===== src/rtl/processor_pkg.sv =====
// processor_pkg
// Shared encodings for the processor control unit: opcode values, bus-source
// and ALU-operation codes, and the control FSM state encoding.
package processor_pkg;

    // Opcode field values (IR[11:8])
    localparam logic [3:0] OPC_NOP  = 4'd0;
    localparam logic [3:0] OPC_LDI  = 4'd1;
    localparam logic [3:0] OPC_LDM  = 4'd2;
    localparam logic [3:0] OPC_STM  = 4'd3;
    localparam logic [3:0] OPC_ADD  = 4'd4;
    localparam logic [3:0] OPC_SUB  = 4'd5;
    localparam logic [3:0] OPC_MVR  = 4'd6;
    localparam logic [3:0] OPC_MVA  = 4'd7;
    localparam logic [3:0] OPC_JMP  = 4'd8;
    localparam logic [3:0] OPC_JPZ  = 4'd9;
    localparam logic [3:0] OPC_HALT = 4'd15;

    // Bus source select
    localparam logic [2:0] BUS_NONE = 3'd0;
    localparam logic [2:0] BUS_PC   = 3'd1;
    localparam logic [2:0] BUS_MEM  = 3'd2;
    localparam logic [2:0] BUS_IMM  = 3'd3;
    localparam logic [2:0] BUS_AC   = 3'd4;
    localparam logic [2:0] BUS_R    = 3'd5;

    // ALU operation
    localparam logic [2:0] ALU_PASS = 3'd0;
    localparam logic [2:0] ALU_ADD  = 3'd1;
    localparam logic [2:0] ALU_SUB  = 3'd2;

    typedef enum logic [3:0] {
        IDLE    = 4'd0,
        FETCH_A = 4'd1,
        FETCH_M = 4'd2,
        FETCH_I = 4'd3,
        DECODE  = 4'd4,
        EXEC1   = 4'd5,
        EXEC_M  = 4'd6,
        EXEC2   = 4'd7,
        DONE    = 4'd8
    } state_t;

    // LDM and STM are the only instructions with a memory phase after EXEC1.
    function automatic logic is_mem_op(input logic [3:0] opc);
        return (opc == OPC_LDM) || (opc == OPC_STM);
    endfunction

endpackage


===== src/rtl/cu_wait_counter.sv =====
// cu_wait_counter
// Memory wait-state counter shared by FETCH_M and EXEC_M. Loaded on entry to a
// memory state, decremented while in it; zero marks the last wait cycle.
// Ports:
//   clk, reset (async, active-low)
//   load, load_value : reload the count
//   dec              : count down by one (saturates at zero, never wraps)
//   zero             : count is zero
module cu_wait_counter #(
    parameter int WIDTH = 1
) (
    input  logic             clk,
    input  logic             reset,
    input  logic             load,
    input  logic [WIDTH-1:0] load_value,
    input  logic             dec,
    output logic             zero
);

    logic [WIDTH-1:0] count_reg;

    always_ff @(posedge clk or negedge reset) begin
        if (!reset) begin
            count_reg <= '0;
        end else if (load) begin
            count_reg <= load_value;
        end else if (dec && (count_reg != '0)) begin
            count_reg <= count_reg - 1'b1;
        end
    end

    assign zero = (count_reg == '0);

endmodule


===== src/rtl/processor_control_unit.sv =====
// processor_control_unit
// Multi-cycle control FSM sequencing the processor datapath from fetch through
// execute until HALT or an undefined opcode ends the run.
// Ports:
//   clk, reset (async, active-low), start (sampled in IDLE)
//   opcode  : IR[11:8], valid from DECODE onward
//   z_flag  : AC-zero flag from the datapath
//   bus_sel, alu_op, ar_ld, pc_ld, pc_inc, ir_ld, ac_ld, r_ld, z_ld,
//   mem_rd, mem_wr : datapath controls (combinational from state/opcode)
//   busy, done, illegal : run status
module processor_control_unit
    import processor_pkg::*;
#(
    parameter int IR_width  = 12,
    parameter int OPC_width = 4,
    parameter int MEM_LAT   = 1
) (
    input  logic                 clk,
    input  logic                 reset,
    input  logic                 start,
    input  logic [OPC_width-1:0] opcode,
    input  logic                 z_flag,
    output logic [2:0]           bus_sel,
    output logic [2:0]           alu_op,
    output logic                 ar_ld,
    output logic                 pc_ld,
    output logic                 pc_inc,
    output logic                 ir_ld,
    output logic                 ac_ld,
    output logic                 r_ld,
    output logic                 z_ld,
    output logic                 mem_rd,
    output logic                 mem_wr,
    output logic                 busy,
    output logic                 done,
    output logic                 illegal
);

    // A memory access always takes at least one wait cycle.
    localparam int LAT   = (MEM_LAT < 1) ? 1 : MEM_LAT;
    localparam int CNT_W = $clog2(LAT + 1);

    // The immediate occupies the IR bits below the opcode; a layout too narrow
    // for an 8-bit immediate elaborates this marker block.
    generate
        if (IR_width < OPC_width + 8) begin : g_ir_layout_too_narrow
        end
    endgenerate

    state_t      state_reg;
    logic        illegal_reg;
    logic [3:0]  opc;
    logic        wait_load;
    logic        wait_dec;
    logic        wait_zero;

    assign opc = 4'(opcode);

    // Reload on the cycle before entering a memory state so the count is
    // fresh on the first wait cycle.
    assign wait_load = (state_reg == FETCH_A) || ((state_reg == EXEC1) && is_mem_op(opc));
    assign wait_dec  = (state_reg == FETCH_M) || (state_reg == EXEC_M);

    cu_wait_counter #(
        .WIDTH (CNT_W)
    ) u_wait (
        .clk        (clk),
        .reset      (reset),
        .load       (wait_load),
        .load_value (CNT_W'(LAT - 1)),
        .dec        (wait_dec),
        .zero       (wait_zero)
    );

    always_ff @(posedge clk or negedge reset) begin
        if (!reset) begin
            state_reg   <= IDLE;
            illegal_reg <= 1'b0;
        end else begin
            case (state_reg)
                IDLE: begin
                    if (start) begin
                        state_reg   <= FETCH_A;
                        illegal_reg <= 1'b0;
                    end
                end
                FETCH_A: state_reg <= FETCH_M;
                FETCH_M: if (wait_zero) state_reg <= FETCH_I;
                FETCH_I: state_reg <= DECODE;
                DECODE: begin
                    case (opc)
                        OPC_NOP:  state_reg <= FETCH_A;
                        OPC_HALT: state_reg <= DONE;
                        OPC_LDI, OPC_LDM, OPC_STM, OPC_ADD, OPC_SUB,
                        OPC_MVR, OPC_MVA, OPC_JMP, OPC_JPZ:
                                  state_reg <= EXEC1;
                        default: begin
                            illegal_reg <= 1'b1;
                            state_reg   <= DONE;
                        end
                    endcase
                end
                EXEC1:   state_reg <= is_mem_op(opc) ? EXEC_M : FETCH_A;
                EXEC_M: begin
                    if (wait_zero) begin
                        state_reg <= (opc == OPC_LDM) ? EXEC2 : FETCH_A;
                    end
                end
                EXEC2:   state_reg <= FETCH_A;
                DONE:    state_reg <= IDLE;
                default: state_reg <= IDLE;
            endcase
        end
    end

    always_comb begin
        bus_sel = BUS_NONE;
        alu_op  = ALU_PASS;
        ar_ld   = 1'b0;
        pc_ld   = 1'b0;
        pc_inc  = 1'b0;
        ir_ld   = 1'b0;
        ac_ld   = 1'b0;
        r_ld    = 1'b0;
        z_ld    = 1'b0;
        mem_rd  = 1'b0;
        mem_wr  = 1'b0;
        case (state_reg)
            FETCH_A: begin
                bus_sel = BUS_PC;
                ar_ld   = 1'b1;
            end
            FETCH_M: mem_rd = 1'b1;
            FETCH_I: begin
                mem_rd  = 1'b1;
                bus_sel = BUS_MEM;
                ir_ld   = 1'b1;
                pc_inc  = 1'b1;
            end
            EXEC1: begin
                case (opc)
                    OPC_LDI: begin
                        bus_sel = BUS_IMM;
                        ac_ld   = 1'b1;
                        z_ld    = 1'b1;
                    end
                    OPC_LDM, OPC_STM: begin
                        bus_sel = BUS_IMM;
                        ar_ld   = 1'b1;
                    end
                    OPC_ADD, OPC_SUB: begin
                        bus_sel = BUS_R;
                        alu_op  = (opc == OPC_ADD) ? ALU_ADD : ALU_SUB;
                        ac_ld   = 1'b1;
                        z_ld    = 1'b1;
                    end
                    OPC_MVR: begin
                        bus_sel = BUS_AC;
                        r_ld    = 1'b1;
                    end
                    OPC_MVA: begin
                        bus_sel = BUS_R;
                        ac_ld   = 1'b1;
                        z_ld    = 1'b1;
                    end
                    OPC_JMP: begin
                        bus_sel = BUS_IMM;
                        pc_ld   = 1'b1;
                    end
                    OPC_JPZ: begin
                        bus_sel = BUS_IMM;
                        pc_ld   = z_flag;
                    end
                    default: ;
                endcase
            end
            EXEC_M: begin
                if (opc == OPC_STM) begin
                    bus_sel = BUS_AC;
                    mem_wr  = 1'b1;
                end else begin
                    mem_rd  = 1'b1;
                end
            end
            EXEC2: begin
                mem_rd  = 1'b1;
                bus_sel = BUS_MEM;
                ac_ld   = 1'b1;
                z_ld    = 1'b1;
            end
            default: ;
        endcase
    end

    assign busy    = (state_reg != IDLE);
    assign done    = (state_reg == DONE);
    assign illegal = illegal_reg;

endmodule

===== config.mk =====
export PLATFORM = sky130hd
export DESIGN_NAME = processor_control_unit
export DESIGN_NICKNAME = d
export VERILOG_FILES = /design/src/rtl/processor_pkg.sv /design/src/rtl/cu_wait_counter.sv /design/src/rtl/processor_control_unit.sv
export SDC_FILE = /design/constraint.sdc
export NUM_CORES = 1
export LEC_CHECK = 0
export ABC_AREA = 1
export BUFFER_PORTS_ARGS = -buffer_cell sky130_fd_sc_hd__clkbuf_2
export CORE_MARGIN = 10
export CORE_UTILIZATION = 45
export CTS_BUF_LIST = sky130_fd_sc_hd__clkbuf_4 sky130_fd_sc_hd__clkbuf_8
export DETAILED_ROUTE_END_ITERATION = 8
export PLACE_DENSITY = 0.78
export SYNTH_ARGS = -nofsm -noshare
export SYNTH_HDL_FRONTEND = slang
export SYNTH_HIERARCHICAL = 1
export SYNTH_SLANG_ARGS = --single-unit

===== constraint.sdc =====
create_clock -name clk -period 3.5 [get_ports clk]
set_input_delay 0.175 -clock clk [delete_from_list [all_inputs] [get_ports clk]]
set_output_delay 0.175 -clock clk [all_outputs]
set_load 0.05 [all_outputs]

## Yosys cells after proc, flatten, opt, wreduce, memory -nomap -nowiden

Index checks and enable logic that the tools add are counted.

| cells by class | value |
|---|---|
| add/sub/neg operators | 1 |
| equality and inequality tests | 22 |
| muxes and demuxes | 31 |
| reduce and logical (&&, ||, !) cells | 21 |

Operators with widths:

| cell | number |
|---|---|
| 4-bit by 3-bit equality test with 1-bit output, second input constant | 8 |
| 4-bit one-hot mux with 8 select lines | 1 |
| 4-bit by 2-bit equality test with 1-bit output, second input constant | 4 |
| 4-bit equality test, second input constant | 4 |
| 1-bit two-way mux | 13 |
| 4-bit two-way mux | 3 |
| 3-bit one-hot mux with 4 select lines | 1 |
| 11-bit OR reduction | 1 |
| 1-bit one-hot mux with 2 select lines | 5 |
| 3-bit two-way mux | 3 |
| 3-bit one-hot mux with 3 select lines | 1 |
| 9-bit OR reduction | 1 |
| 4-bit by 1-bit equality test with 1-bit output, second input constant | 2 |
| 4-bit logical NOT | 2 |
| 2-bit inequality test, second input constant | 4 |
| 4-bit one-hot mux with 2 select lines | 1 |
| 2-bit two-way mux | 3 |
| 3-bit AND reduction | 2 |
| 2-bit OR reduction | 3 |
| 3-bit OR reduction | 2 |
| 5-bit OR reduction | 1 |
| 2-bit nonzero test | 2 |
| 4-bit nonzero test | 1 |
| 4-bit OR reduction | 1 |
| 3 further kinds | 6 |

| storage, ports and cells | value |
|---|---|
| flip-flop bits (word level) | 6 |
| output and inout bits | 18 |
| word-level logic and storage cells | 78 |

## Logic depth before layout (Yosys ltp)

| logic depth | value |
|---|---|
| depth after elaboration | 5 |
| mapped depth | 9 |

## Modules after synthesis

Netlist, hierarchy kept.

Modules (own cells, without submodules):

| module | instances | cells each | area an instance (um^2) |
|---|---|---|---|
| processor_control_unit | 1 | 105 | 570.5 |
| cu_wait_counter | 1 | 7 | 48.8 |

## Worst setup path after synthesis

Ideal clock, no wire load.

| timing | value |
|---|---|
| kind | reg2out |
| start point | reg state_reg[3] |
| end point | out z_ld |
| arrival | 2.167 ns |
| required time | 3.325 ns |
| setup slack | 1.158 ns |
| cell stages (with the launch flop) | 5 |
| path buffers | 1 |
| cell sequence | dfrtp_1 inv_1 nand2_1 o21ai_0 buf_4 |

| between the ends | value |
|---|---|
| word-level cells in the longest chain between the ends | 2 |
| elaborated cells between the ends (all ways) | 3 |
| classes of those cells | eq/ne (2); mux (1) |

Ends and longest elaborated chain:

| element | line | text |
|---|---|---|
| from (decl) | processor_control_unit.sv:50 | `state_t state_reg;` |
| from (signal assigned) | processor_control_unit.sv:103 | `EXEC1: state_reg <= is_mem_op(opc) ? EXEC_M : FETCH_A;` |
| from (signal assigned) | processor_control_unit.sv:106 | `state_reg <= (opc == OPC_LDM) ? EXEC2 : FETCH_A;` |
| 4-bit by 3-bit equality test with 1-bit output | n/a |  |
| 1-bit one-hot mux with 2 select lines * | n/a |  |
| to (decl) | processor_control_unit.sv:31 | `output logic z_ld,` |

Mark *: on every way between the ends. The rest lies on a longest branch, timed or not.

## Worst setup path after layout

| timing | value |
|---|---|
| start point | reg state_reg[3] |
| end point | out alu_op[0] |

| between the ends | value |
|---|---|
| word-level cells in the longest chain between the ends | 2 |

Ends and longest elaborated chain:

| element | line | text |
|---|---|---|
| 4-bit by 3-bit equality test with 1-bit output | processor_control_unit.sv:128 | `case (state_reg)` |
| 2-bit two-way mux | processor_control_unit.sv:128 |  |
| to (decl) | processor_control_unit.sv:24 | `output logic [2:0] alu_op,` |

No other way between the ends.

==> impl_metrics.csv <==
group,metric,value,unit
timing,hold_viol,0,
placement,postPlaceCellArea,734.5,µm²
timing,setup_violations,0,
power_and_ir_drop,p_per_area,899.8,mW/mm²
logic_synthesis,netlist_top_cells_count,"nand2_1 (39), nor2_1 (17), inv_1 (16), nand3_1 (7), dfrtp_1 (6)",
timing,min_period,1864,ps
placement,dp_hpwl,1.454,mm
logic_synthesis,ys.warnings.count,6,
cts,cts_made_buffers,3,
setup_path,worstPathCellList,"inv_1 > nand2_1 > nor2_4 > inv_2 > nor2_1 > inv_2 > nor3_2 > clkbuf_2",
cts,root_buffer,"clkbuf_4",
cts,clk_path_buf_depth,2,
floorplan,core,0.001301,mm²
drt,route.detailed.drc,0,
cts,clock_sinks,6,
setup_path,crit_path_end_kind,"output pin",
drt,met3_length,106,µm
layout,largest_register_ffs,4,
timing,timing.fmax,536.4,MHz
cts,htree_levels,1,
power_and_ir_drop,p_total,690.1,µW
layout,multi_input_area,374.1,µm²
drt,vias_per_cell,4.809,
setup_path,crit_fanout,6,
logic_synthesis,syn_avg_cell_area,5.530,µm²
drt,dr.first_iter.drc_count,8,
power_and_ir_drop,p_int,255.3,µW
logic_synthesis,synth.area.top_cells,"dfrtp_1 (24%), nand2_1 (24%), nor2_1 (10%)",
run,drv_cap,0,
outcome,outcome,"complete, no violations",
logic_synthesis,synth_seq_cells,6,
logic_synthesis,ys_types,22,
placement,io_buffers,24,
power_and_ir_drop,power.switching,434.8,µW
setup_path,arrival,1690,ps
drt,postRouteWirelength,1.675,mm
layout,fin_area,767.0,µm²
layout,nNetsFinal,147,
cts,cts_resized,0,
min_path,hold_class,"in -> reg",
logic_synthesis,synth-edff-count,0,
logic_synthesis,synthArstFlopShare,100.0,%
logic_synthesis,yosysSeqAreaShare,24.24,%
logic_synthesis,syn-cell-area,619.3,µm²
grt,grt_overflow,0,
drt,dr_wl_met2,792,µm
drt,wl_per_cell,11.02,µm
power_and_ir_drop,clkPwrFrac,9.2,%
setup_path,critPathLaunchType,"flop",
logic_synthesis,synth_most_common_cell,"nand2_1",
grt,antenna_found_initial,0,
power_and_ir_drop,p_leak,0.4655,nW
power_and_ir_drop,seq_power_share,18.3,%
logic_synthesis,ys.flop_type,"dfrtp_1",
grt,grt_pass1_wl,2.960,mm
setup_path,path_class,"reg -> out",
timing,fin_hold_ws,289.5,ps
power_and_ir_drop,power_frac_comb,72.5,%
grt,grt_usage,10.87,%
layout,drive_above_1_share,25.55,%
setup_path,cp.required,3320,ps
timing,final.setup.tns,0,ps
cts,cts_tree,"done",
timing,fin_worst_skew,6.486,ps
drt,top_layer,"met4",
timing,rsz0062_at_grt,"false",
floorplan,die-area,0.003260,mm²
layout,final_util,58.94,%
grt,grt_pass1_vias,718,
logic_synthesis,synth_top_cell_by_area,"dfrtp_1",
layout,final-seq-area,150.1,µm²
logic_synthesis,syn_inst,112,
drt,first_pass_iters,4,
layout,syn2layout_area_growth,23.84,%
power_and_ir_drop,p_sw_share,63.01,%
logic_synthesis,synth_top_area_share,24.24,%
layout,n_antenna_cell,0,
floorplan,fp-row-count,13,
drt,num_vias,731,
power_and_ir_drop,ir_worst_vdd,0.4180,mV
floorplan,start_util,47.60,%
setup_path,path_common_cell,"inv_2",
timing,fin_crit_sh,53.27,%
grt,grt_max_degree,9,
layout,final.fill_count,129,
timing,finalMaxSlewViolations,0,
drt,m1WireLength,754,µm
placement,gp_congestion,0.8651,
drt,ant_nets,0,
floorplan,io_pins,26,
floorplan,die_w,57.10,µm
floorplan,die_h,57.10,µm
cts,insertion_delay,250,ps
setup_path,cp_slowest_cell,"dfrtp_1",
setup_path,slowest_delay,420,ps
cts,clk_pin_slew,50,ps
## logic make-up (layout without fill, tap and decap cells)
family / after synthesis / in the layout / share of synthesized area, %
compound gates: 10 / 10 / 9.292
simple gates: 72 / 72 / 49.90
other cells: 1 / 2 / 0.6055
flops: 6 / 6 / 24.24
buf+inv: 23 / 47 / 15.96
## layout by cell type (no fill, tap or decap), drive strengths merged
cell type	instances
a21oi	1
a22oi	1
a31oi	1
clkbuf	27
conb	2
dfrtp	6
dlygate4sd3	1
inv	19
nand2	41
nand3	7
nand4	2
nor2	19
nor3	2
o2111ai	1
o21ai	6
or2	1
## layer usage
| metal | vias to the layer above | global-route usage (%) |
|---|---|---|
| li1 | 395 | - |
| met1 | 311 | 12.03 |
| met2 | 21 | 17.83 |
| met3 | 4 | 3.761 |
| met4 | 0 | 5.705 |
| met5 | - | 0 |
## power groups by stage
stage / clock (mW) / sequential [mW] / combinational, mW
after global routing: 0.0702 / 0.129 / 0.547
after CTS: 0.0648 / 0.125 / 0.507
final: 0.0633 / 0.126 / 0.501
after detailed placement: 0 / 0.126 / 0.504
after floorplan: 0 / 0.134 / 0.398
after global placement: 0 / 0.124 / 0.501
## worst max-delay path: cells and delay by family (launching register included)
family / cells / cell delay, ps
and+or+nand+nor: 4 / 510
buffers and inverters: 4 / 520
DFF: 1 / 420
## timing repair
action | CTS | global route
endpoints found under the hold margin | 6 | 0
buffers inserted | 0 | 0
hold buffers | 1 | 0
## stage by stage
stage | setup slack (ps) | cells
detailed placement | 1888 | 148
floorplan | 1158 | 113
CTS | 1629 | 152
finish | 1636 | 152
global placement | 1916 | 148
global route | 1478 | 152
## cell type report
| type | instances | share of cell area (%) |
|---|---|---|
| multi-input combinational | 84 | 48.78 |
| sequential | 6 | 19.58 |
| timing repair buffer | 25 | 16.97 |
| inverter | 19 | 9.299 |
| clock buffer | 3 | 2.936 |
| tap | 15 | 2.447 |
## path summary, 6_finish.rpt
check / from / endpoint / slack (ps) / cells past startpoint
max in group asynchronous: reset / state_reg[0]$_DFFE_PN0P_ / 3040 / 2
min: start / illegal$_DFFE_PN0P_ / 290 / 5
min reg2reg: illegal$_DFFE_PN0P_ / illegal$_DFFE_PN0P_ / 470 / 2
min in group asynchronous: reset / state_reg[2]$_DFFE_PN0P_ / 300 / 2
max: state_reg[3]$_DFFE_PN0P_ / alu_op[0] / 1640 / 8
max reg2reg: state_reg[2]$_DFFE_PN0P_ / state_reg[2]$_DFFE_PN0P_ / 2160 / 7
Power figures use the tool's default switching activity.
